### src/rtl/dpll_gear_ctrl_pkg.sv
// Shared types and limits for the DPLL loop-bandwidth (gear-shift) controller.
// Holds the FSM encoding, kMode range/width and the saturating event-count helper.
package dpll_gear_ctrl_pkg;

    localparam int K_W      = 4;
    localparam int KMODE_LO = 1;
    localparam int KMODE_HI = 15;
    localparam int EV_W     = 8;

    typedef enum logic [1:0] {
        ST_IDLE    = 2'd0,
        ST_SETTLE  = 2'd1,
        ST_MEASURE = 2'd2
    } state_e;

    // Event counter sticks at all-ones instead of wrapping.
    function automatic logic [EV_W-1:0] ev_sat_inc(input logic [EV_W-1:0] ev,
                                                   input logic            inc);
        logic [EV_W-1:0] res;
        res = ev;
        if (inc && (ev != {EV_W{1'b1}})) begin
            res = ev + 1'b1;
        end
        return res;
    endfunction

endpackage

### src/rtl/dpll_gear_ctrl_if.sv
// Control/status bundle between the top-level loop control and the gear controller.
// No valid/ready handshake: inputs are level/pulse signals sampled on every rising clk edge, all outputs are registered.
interface dpll_gear_ctrl_if;
    import dpll_gear_ctrl_pkg::*;

    logic            start;
    logic            stop;
    logic            carry;
    logic            borrow;
    logic [K_W-1:0]  k_mode;
    logic            dlf_enable;
    logic            k_step;
    logic            locked;
    logic [1:0]      state_dbg;
    logic [EV_W-1:0] ev_count;

    modport master (
        output start, stop, carry, borrow,
        input  k_mode, dlf_enable, k_step, locked, state_dbg, ev_count
    );

    modport slave (
        input  start, stop, carry, borrow,
        output k_mode, dlf_enable, k_step, locked, state_dbg, ev_count
    );

endinterface

### src/rtl/dpll_gear_ctrl_event_window.sv
// Observation window: counts loop-filter correction events over WIN_LEN cycles.
// o_ev_final includes the current cycle's event so the last window cycle is evaluated.
module dpll_event_window
    import dpll_gear_ctrl_pkg::*;
#(
    parameter int WIN_LEN = 256
) (
    input  logic            clk,
    input  logic            reset,
    input  logic            i_clear,
    input  logic            i_enable,
    input  logic            i_event,
    output logic [EV_W-1:0] o_ev_count,
    output logic [EV_W-1:0] o_ev_final,
    output logic            o_win_done
);

    localparam int WC_W     = (WIN_LEN > 2) ? $clog2(WIN_LEN) : 1;
    localparam int WIN_LAST = WIN_LEN - 1;

    logic [WC_W-1:0] r_win_cnt;
    logic [EV_W-1:0] r_ev;
    logic            w_last;
    logic [EV_W-1:0] w_ev_final;

    assign w_last     = (r_win_cnt == WIN_LAST[WC_W-1:0]);
    assign w_ev_final = ev_sat_inc(r_ev, i_event);

    always_ff @(posedge clk or posedge reset) begin
        if (reset) begin
            r_win_cnt <= '0;
            r_ev      <= '0;
        end else if (i_clear) begin
            r_win_cnt <= '0;
            r_ev      <= '0;
        end else if (i_enable) begin
            if (w_last) begin
                r_win_cnt <= '0;
                r_ev      <= '0;
            end else begin
                r_win_cnt <= r_win_cnt + 1'b1;
                r_ev      <= w_ev_final;
            end
        end
    end

    assign o_ev_count = r_ev;
    assign o_ev_final = w_ev_final;
    assign o_win_done = i_enable && w_last;

endmodule

### src/rtl/dpll_gear_ctrl.sv
// Gear-shift controller: starts the loop filter at a small K, steps K up after quiet windows,
// flags lock at K_MAX and falls back to K_MIN on a burst of corrections.
module dpll_gear_ctrl
    import dpll_gear_ctrl_pkg::*;
#(
    parameter int WIN_LEN       = 256,
    parameter int SETTLE_LEN    = 64,
    parameter int LOCK_THRESH   = 2,
    parameter int UNLOCK_THRESH = 8,
    parameter int LOCK_WINDOWS  = 4,
    parameter int K_MIN         = 1,
    parameter int K_MAX         = 12
) (
    input  logic             clk,
    input  logic             reset,
    dpll_gear_ctrl_if.slave  io_bus
);

    localparam int K_MIN_C     = (K_MIN < KMODE_LO) ? KMODE_LO : K_MIN;
    localparam int K_MAX_C     = (K_MAX > KMODE_HI) ? KMODE_HI : K_MAX;
    localparam int SW          = (SETTLE_LEN > 2) ? $clog2(SETTLE_LEN) : 1;
    localparam int GW          = $clog2(LOCK_WINDOWS + 1);
    localparam int SETTLE_LAST = SETTLE_LEN - 1;

    localparam logic [K_W-1:0]  KMIN       = K_MIN_C[K_W-1:0];
    localparam logic [K_W-1:0]  KMAX       = K_MAX_C[K_W-1:0];
    localparam logic [EV_W-1:0] LOCK_TH    = LOCK_THRESH[EV_W-1:0];
    localparam logic [EV_W-1:0] UNLOCK_TH  = UNLOCK_THRESH[EV_W-1:0];
    localparam logic [GW:0]     GOOD_TGT   = LOCK_WINDOWS[GW:0];
    localparam logic [SW-1:0]   SET_LAST   = SETTLE_LAST[SW-1:0];

    state_e          r_state, w_state_nxt;
    logic [K_W-1:0]  r_k_mode, w_k_mode_nxt;
    logic            r_k_step, w_k_step_nxt;
    logic            r_locked, w_locked_nxt;
    logic            r_dlf_en;
    logic [GW-1:0]   r_good, w_good_nxt;
    logic [GW:0]     w_good_inc;
    logic [SW-1:0]   r_settle, w_settle_nxt;

    logic            w_event;
    logic            w_win_done;
    logic [EV_W-1:0] w_ev_final;
    logic [EV_W-1:0] w_ev_count;

    assign w_event    = io_bus.carry | io_bus.borrow;
    assign w_good_inc = {1'b0, r_good} + 1'b1;

    // Counters are cleared whenever the next state is not MEASURE, so a
    // discarded or finished window never leaks into the following one.
    dpll_event_window #(
        .WIN_LEN (WIN_LEN)
    ) u_window (
        .clk        (clk),
        .reset      (reset),
        .i_clear    (w_state_nxt != ST_MEASURE),
        .i_enable   (r_state == ST_MEASURE),
        .i_event    (w_event),
        .o_ev_count (w_ev_count),
        .o_ev_final (w_ev_final),
        .o_win_done (w_win_done)
    );

    always_ff @(posedge clk or posedge reset) begin
        if (reset) begin
            r_state  <= ST_IDLE;
            r_k_mode <= KMIN;
            r_k_step <= 1'b0;
            r_locked <= 1'b0;
            r_dlf_en <= 1'b0;
            r_good   <= '0;
            r_settle <= '0;
        end else begin
            r_state  <= w_state_nxt;
            r_k_mode <= w_k_mode_nxt;
            r_k_step <= w_k_step_nxt;
            r_locked <= w_locked_nxt;
            r_dlf_en <= (w_state_nxt != ST_IDLE);
            r_good   <= w_good_nxt;
            r_settle <= w_settle_nxt;
        end
    end

    always_comb begin
        w_state_nxt  = r_state;
        w_k_mode_nxt = r_k_mode;
        w_k_step_nxt = 1'b0;
        w_locked_nxt = r_locked;
        w_good_nxt   = r_good;
        w_settle_nxt = r_settle;

        case (r_state)
            ST_IDLE: begin
                w_k_mode_nxt = KMIN;
                w_locked_nxt = 1'b0;
                w_good_nxt   = '0;
                w_settle_nxt = '0;
                if (io_bus.start) begin
                    w_state_nxt = ST_SETTLE;
                end
            end

            ST_SETTLE: begin
                if (r_settle == SET_LAST) begin
                    w_settle_nxt = '0;
                    w_state_nxt  = ST_MEASURE;
                end else begin
                    w_settle_nxt = r_settle + 1'b1;
                end
            end

            ST_MEASURE: begin
                if (w_win_done) begin
                    if (w_ev_final > UNLOCK_TH) begin
                        w_k_mode_nxt = KMIN;
                        w_k_step_nxt = (r_k_mode != KMIN);
                        w_good_nxt   = '0;
                        w_locked_nxt = 1'b0;
                        w_settle_nxt = '0;
                        w_state_nxt  = ST_SETTLE;
                    end else if (w_ev_final <= LOCK_TH) begin
                        if (w_good_inc >= GOOD_TGT) begin
                            if (r_k_mode < KMAX) begin
                                w_k_mode_nxt = r_k_mode + 1'b1;
                                w_k_step_nxt = 1'b1;
                                w_good_nxt   = '0;
                                w_settle_nxt = '0;
                                w_state_nxt  = ST_SETTLE;
                            end else begin
                                w_locked_nxt = 1'b1;
                                w_good_nxt   = GOOD_TGT[GW-1:0];
                            end
                        end else begin
                            w_good_nxt = w_good_inc[GW-1:0];
                        end
                    end else begin
                        w_good_nxt = '0;
                    end
                end
            end

            default: begin
                w_state_nxt = ST_IDLE;
            end
        endcase

        // Stop overrides everything, including a start seen in the same cycle.
        if (io_bus.stop) begin
            w_state_nxt  = ST_IDLE;
            w_k_mode_nxt = KMIN;
            w_k_step_nxt = 1'b0;
            w_locked_nxt = 1'b0;
            w_good_nxt   = '0;
            w_settle_nxt = '0;
        end
    end

    assign io_bus.k_mode     = r_k_mode;
    assign io_bus.dlf_enable = r_dlf_en;
    assign io_bus.k_step     = r_k_step;
    assign io_bus.locked     = r_locked;
    assign io_bus.state_dbg  = r_state;
    assign io_bus.ev_count   = w_ev_count;

    a_k_range: assert property (@(posedge clk) disable iff (reset)
        (r_k_mode >= KMIN) && (r_k_mode <= KMAX));
    a_lock_at_kmax: assert property (@(posedge clk) disable iff (reset)
        r_locked |-> (r_k_mode == KMAX));
    a_step_settles: assert property (@(posedge clk) disable iff (reset)
        r_k_step |-> (r_state == ST_SETTLE));
    a_enable_state: assert property (@(posedge clk) disable iff (reset)
        r_dlf_en == (r_state != ST_IDLE));

endmodule

### src/flat_wrapper.sv
// flat-port wrapper written by rule: the top's interface ports become plain ports
module dpll_gear_ctrl_flat import dpll_gear_ctrl_pkg::*;
#(
    parameter int WIN_LEN       = 256,
    parameter int SETTLE_LEN    = 64,
    parameter int LOCK_THRESH   = 2,
    parameter int UNLOCK_THRESH = 8,
    parameter int LOCK_WINDOWS  = 4,
    parameter int K_MIN         = 1,
    parameter int K_MAX         = 12
)
  (clk, reset, io_bus_start, io_bus_stop, io_bus_carry, io_bus_borrow, io_bus_k_mode, io_bus_dlf_enable, io_bus_k_step, io_bus_locked, io_bus_state_dbg, io_bus_ev_count);
  dpll_gear_ctrl_if io_bus_i ();
  input  logic clk;
  input  logic reset;
  input wire logic [$bits(io_bus_i.start)-1:0] io_bus_start;
  input wire logic [$bits(io_bus_i.stop)-1:0] io_bus_stop;
  input wire logic [$bits(io_bus_i.carry)-1:0] io_bus_carry;
  input wire logic [$bits(io_bus_i.borrow)-1:0] io_bus_borrow;
  output wire logic [$bits(io_bus_i.k_mode)-1:0] io_bus_k_mode;
  output wire logic [$bits(io_bus_i.dlf_enable)-1:0] io_bus_dlf_enable;
  output wire logic [$bits(io_bus_i.k_step)-1:0] io_bus_k_step;
  output wire logic [$bits(io_bus_i.locked)-1:0] io_bus_locked;
  output wire logic [$bits(io_bus_i.state_dbg)-1:0] io_bus_state_dbg;
  output wire logic [$bits(io_bus_i.ev_count)-1:0] io_bus_ev_count;
  assign io_bus_i.start = io_bus_start;
  assign io_bus_i.stop = io_bus_stop;
  assign io_bus_i.carry = io_bus_carry;
  assign io_bus_i.borrow = io_bus_borrow;
  assign io_bus_k_mode = io_bus_i.k_mode;
  assign io_bus_dlf_enable = io_bus_i.dlf_enable;
  assign io_bus_k_step = io_bus_i.k_step;
  assign io_bus_locked = io_bus_i.locked;
  assign io_bus_state_dbg = io_bus_i.state_dbg;
  assign io_bus_ev_count = io_bus_i.ev_count;
  dpll_gear_ctrl #(.WIN_LEN(WIN_LEN), .SETTLE_LEN(SETTLE_LEN), .LOCK_THRESH(LOCK_THRESH), .UNLOCK_THRESH(UNLOCK_THRESH), .LOCK_WINDOWS(LOCK_WINDOWS), .K_MIN(K_MIN), .K_MAX(K_MAX)) u_core (.clk(clk), .reset(reset), .io_bus(io_bus_i));
endmodule
### config.mk
export PLATFORM = sky130hd
export DESIGN_NAME = dpll_gear_ctrl_flat
export DESIGN_NICKNAME = d
export VERILOG_FILES = /design/src/rtl/dpll_gear_ctrl_pkg.sv /design/src/rtl/dpll_gear_ctrl_if.sv /design/src/rtl/dpll_gear_ctrl_event_window.sv /design/src/rtl/dpll_gear_ctrl.sv /design/src/flat_wrapper.sv
export SDC_FILE = /design/constraint.sdc
export NUM_CORES = 1
export LEC_CHECK = 0
export CAP_MARGIN = 20
export CELL_PAD_IN_SITES_DETAIL_PLACEMENT = 0
export CELL_PAD_IN_SITES_GLOBAL_PLACEMENT = 2
export CORE_MARGIN = 2
export CORE_UTILIZATION = 35
export CTS_BUF_LIST = sky130_fd_sc_hd__clkbuf_4 sky130_fd_sc_hd__clkbuf_8
export CTS_CLUSTER_DIAMETER = 30
export DETAILED_ROUTE_END_ITERATION = 8
export PLACE_DENSITY_LB_ADDON = 0.1
export SYNTH_ARGS = -nofsm -noshare
export SYNTH_HDL_FRONTEND = slang
export SYNTH_SLANG_ARGS = --single-unit
### constraint.sdc
create_clock -name clk -period 6.58 [get_ports clk]
set_clock_uncertainty 0.15 [all_clocks]
set_input_delay 0.987 -clock clk [delete_from_list [all_inputs] [get_ports clk]]
set_output_delay 0.987 -clock clk [all_outputs]
set_load 0.01 [all_outputs]
==> impl_metrics.env <==
export IMPL_outcome="completed"
export IMPL_p_per_area_nw_per_um2=166.4
export IMPL_dieHeight_microns=81.01
export IMPL_cts_buffer_depth=2
export IMPL_drive_above_1_share=0.09302
export IMPL_max_stage_delay_ns=0.58
export IMPL_relSlewSlack=0.5224
export IMPL_final_setup_tns_ns=0
export IMPL_critPathTopFamily="compound AO/OA/AOI/OAI gates"
export IMPL_grt_pass1_wl_mm=8.342
export IMPL_cp_max_fo=6
export IMPL_place_congestion=0.7839
export IMPL_synth_edff_count=0
export IMPL_syn2layout_area_growth_pct=16.82
export IMPL_syn_nets=246
export IMPL_wl_per_cell_microns=14.60
export IMPL_ys_ff_latch=34
export IMPL_drtPass1Iterations=4
export IMPL_cts_sinks=34
export IMPL_leakagePower_nw=0.9304
export IMPL_report_final_slew_viol_count=0
export IMPL_numCtsBuffers=5
export IMPL_finalCritPeriodShare=0.5544
export IMPL_rows=28
export IMPL_grt_start_max_net_pins=35
export IMPL_start_util=0.3569
export IMPL_cap_violations=0
export IMPL_post_dp_cell_area_sq_um=2330
export IMPL_dieArea_sq_um=6563
export IMPL_layout_nets=269
export IMPL_vias=1745
export IMPL_drt_iter0_drc=97
export IMPL_cts_setup_buffers=0
export IMPL_grt_total_usage=0.1665
export IMPL_clock_latency_ns=0.29
export IMPL_arrival_ns=3.67
export IMPL_finalSetupViolations=0
export IMPL_critPathBufInv=1
export IMPL_gr_total_overflow=0
export IMPL_cts_root_buffer_cell="clkbuf_8"
export IMPL_crit_chain="clkdlybuf4s50_1 -> o211ai_1 -> or4_4 -> a222oi_1 -> and3_1 -> nand2_2 -> o31ai_1"
export IMPL_die_x_microns=81.01
export IMPL_design_power_total_mw=0.4034
export IMPL_ctsHoldBuffers=0
export IMPL_hold_class="flop to flop"
export IMPL_antenna_found_initial=0
export IMPL_synth_warning_count=0
export IMPL_avgViaCountPerCell=5.240
export IMPL_clkTransAtPathRegs_ns=0.07
export IMPL_io_pins=23
export IMPL_io_buffer_count=22
export IMPL_cp_required_ns=6.60
export IMPL_timing_fmax_mhz=274.2
export IMPL_num_antenna_cells=0
export IMPL_worst_pin_slew_ns=0.7164
export IMPL_synthFlopType="dfrtp_1"
export IMPL_cts_tree="built"
export IMPL_critPathLaunchType="input port"
export IMPL_period_needed_ns=3.648
export IMPL_hpwl_mm=3.519
export IMPL_num_fill_cells=629
export IMPL_grt_pass1_vias=1720
export IMPL_synth_seq_area_share=0.4105
export IMPL_path_class="input port to flop"
export IMPL_slowest_stage="a222oi_1"
export IMPL_syn_cell_area_sq_um=2076
export IMPL_hold_violations=0
export IMPL_irDropWorstVdd_mv=0.08305
export IMPL_finish_instance_area_sq_um=2425
export IMPL_cts_resized=0
export IMPL_rsz0062_at_grt="no"
export IMPL_htree_levels=2
export IMPL_syn_area_per_cell_sq_um=8.871
export IMPL_syn_inst=234
export IMPL_yosysUniqueCellTypes=54
export IMPL_core_area_sq_um=5816
export IMPL_drc=0
export IMPL_antenna_left=0
export IMPL_ys_async_sr_fraction=1.000
export IMPL_crit_path_end_kind="flop"
export IMPL_wl_mm=4.862
-- cells in the mapped netlist (all sizes together) (3+ instances only) --
| cell | n | share of area |
|---|---|---|
| o31ai | 3 | 0.011 |
| dfrtp | 33 | 0.40 |
| nand4 | 5 | 0.015 |
| ha | 6 | 0.036 |
| a21oi | 13 | 0.031 |
| nor2 | 27 | 0.049 |
| o21ai | 16 | 0.040 |
| a211oi | 3 | 0.011 |
| a31oi | 8 | 0.031 |
| buf | 6 | 0.026 |
| a32oi | 3 | 0.013 |
| nor2b | 3 | 0.0090 |
| nand2 | 23 | 0.044 |
| nand3 | 10 | 0.024 |
| a22oi | 3 | 0.011 |
| xor2 | 3 | 0.013 |
| and3 | 4 | 0.012 |
| nor3 | 8 | 0.019 |
| xnor2 | 6 | 0.025 |
| inv | 16 | 0.029 |
| a21o | 4 | 0.016 |
-- metrics by stage --
step / setup WS (ns) / util / cells / hold slack, ns
final: 2.932 / 0.4170 / 333 / 0.3716
after global routing: 2.649 / 0.4170 / 333 / 0.4059
after CTS: 2.899 / 0.4170 / 333 / 0.3784
after detailed placement: 2.605 / 0.4006 / 325 / 0.3605
after global placement: 2.671 / 0.4006 / 325 / 0.3580
after floorplan: 3.634 / - / 234 / 0.3139
-- logic make-up (layout without fill, tap and decap cells) --
logic type	after synthesis	in the layout	synth area share
AND/OR/NAND/NOR	94	94	0.2273
multiplexers	1	1	0.004822
AO/OA/AOI/OAI	67	67	0.2218
adder cells (fa/ha/maj)	6	6	0.03617
flip-flops	34	34	0.4105
buffers and inverters	23	47	0.06148
XOR/XNOR	9	9	0.03798
-- layer usage --
layer  global-route usage  wire, microns  vias up
li1                     -              -      899
met1               0.2199           2434      813
met2               0.2744           2232       29
met3              0.03778            158        4
met4              0.04576             37        0
met5                    0              0        -
-- power by group --
| part | switching, mW | internal (mW) | total (mW) |
|---|---|---|---|
| Clock | 0.0790 | 0.0841 | 0.163 |
| Sequential | 0.00526 | 0.213 | 0.218 |
| Combinational | 0.0128 | 0.00949 | 0.0223 |
-- sequential cells by signal, summed over array words and instances, names as in the netlist --
register	flops
u_core.r_settle	6
u_core.u_window.r_win_cnt	8
u_core.io_bus.locked	1
u_core.io_bus.dlf_enable	1
u_core.io_bus.k_step	1
u_core.u_window.o_ev_count	8
u_core.r_good	3
u_core.io_bus.state_dbg	2
u_core.io_bus.k_mode	4
-- worst register-to-register path: stages (launching register included) --
cell and delay, ns:
dfrtp_1 0.50, ha_1 0.27, o211ai_1 0.19, or4_4 0.46, a222oi_1 0.58, and3_1 0.43
nand2_2 0.15, o31ai_1 0.32
-- placed cells by master, fill, tap and decap left out, types with 3 or more instances in the layout --
master	n
inv_1	16
clkdlybuf4s50_1	22
a22oi_1	3
a31oi_1	7
dfrtp_1	33
a21oi_1	13
nor2b_1	3
ha_1	6
nand3_1	10
o31ai_1	3
o21ai_0	15
xor2_1	3
nand4_1	5
clkbuf_8	6
xnor2_1	6
a211oi_1	3
nor2_1	27
nand2_1	21
nor3_1	8
and3_1	4
a32oi_1	3
-- final timing paths --
check,depth (start not counted),slack [ns],end,from
setup / recovery,7,2.93,u_core.r_good[1],io_bus_borrow
hold / removal,2,0.37,u_core.r_good[2],u_core.r_good[2]
setup reg to reg,7,3.43,u_core.r_good[1],u_core.u_window.o_ev_count[0]
hold reg to reg,2,0.37,u_core.r_good[2],u_core.r_good[2]
max in group asynchronous,3,5.00,u_core.io_bus.k_mode[0],reset
min in group asynchronous,3,0.94,u_core.r_settle[0],reset
-- layout make-up --
| type | instances | area, sq um | share of cell area |
|---|---|---|---|
| Timing Repair Buffer | 23 | 227.7 | 0.09391 |
| Tap cell | 75 | 93.84 | 0.03870 |
| Sequential cell | 34 | 852.1 | 0.3514 |
| Inverter | 16 | 60.06 | 0.02477 |
| Clock buffer | 6 | 82.58 | 0.03406 |
| Clock inverter | 2 | 12.51 | 0.005160 |
| Multi-Input combinational cell | 177 | 1096 | 0.4520 |
Power figures use the tool's default switching activity.
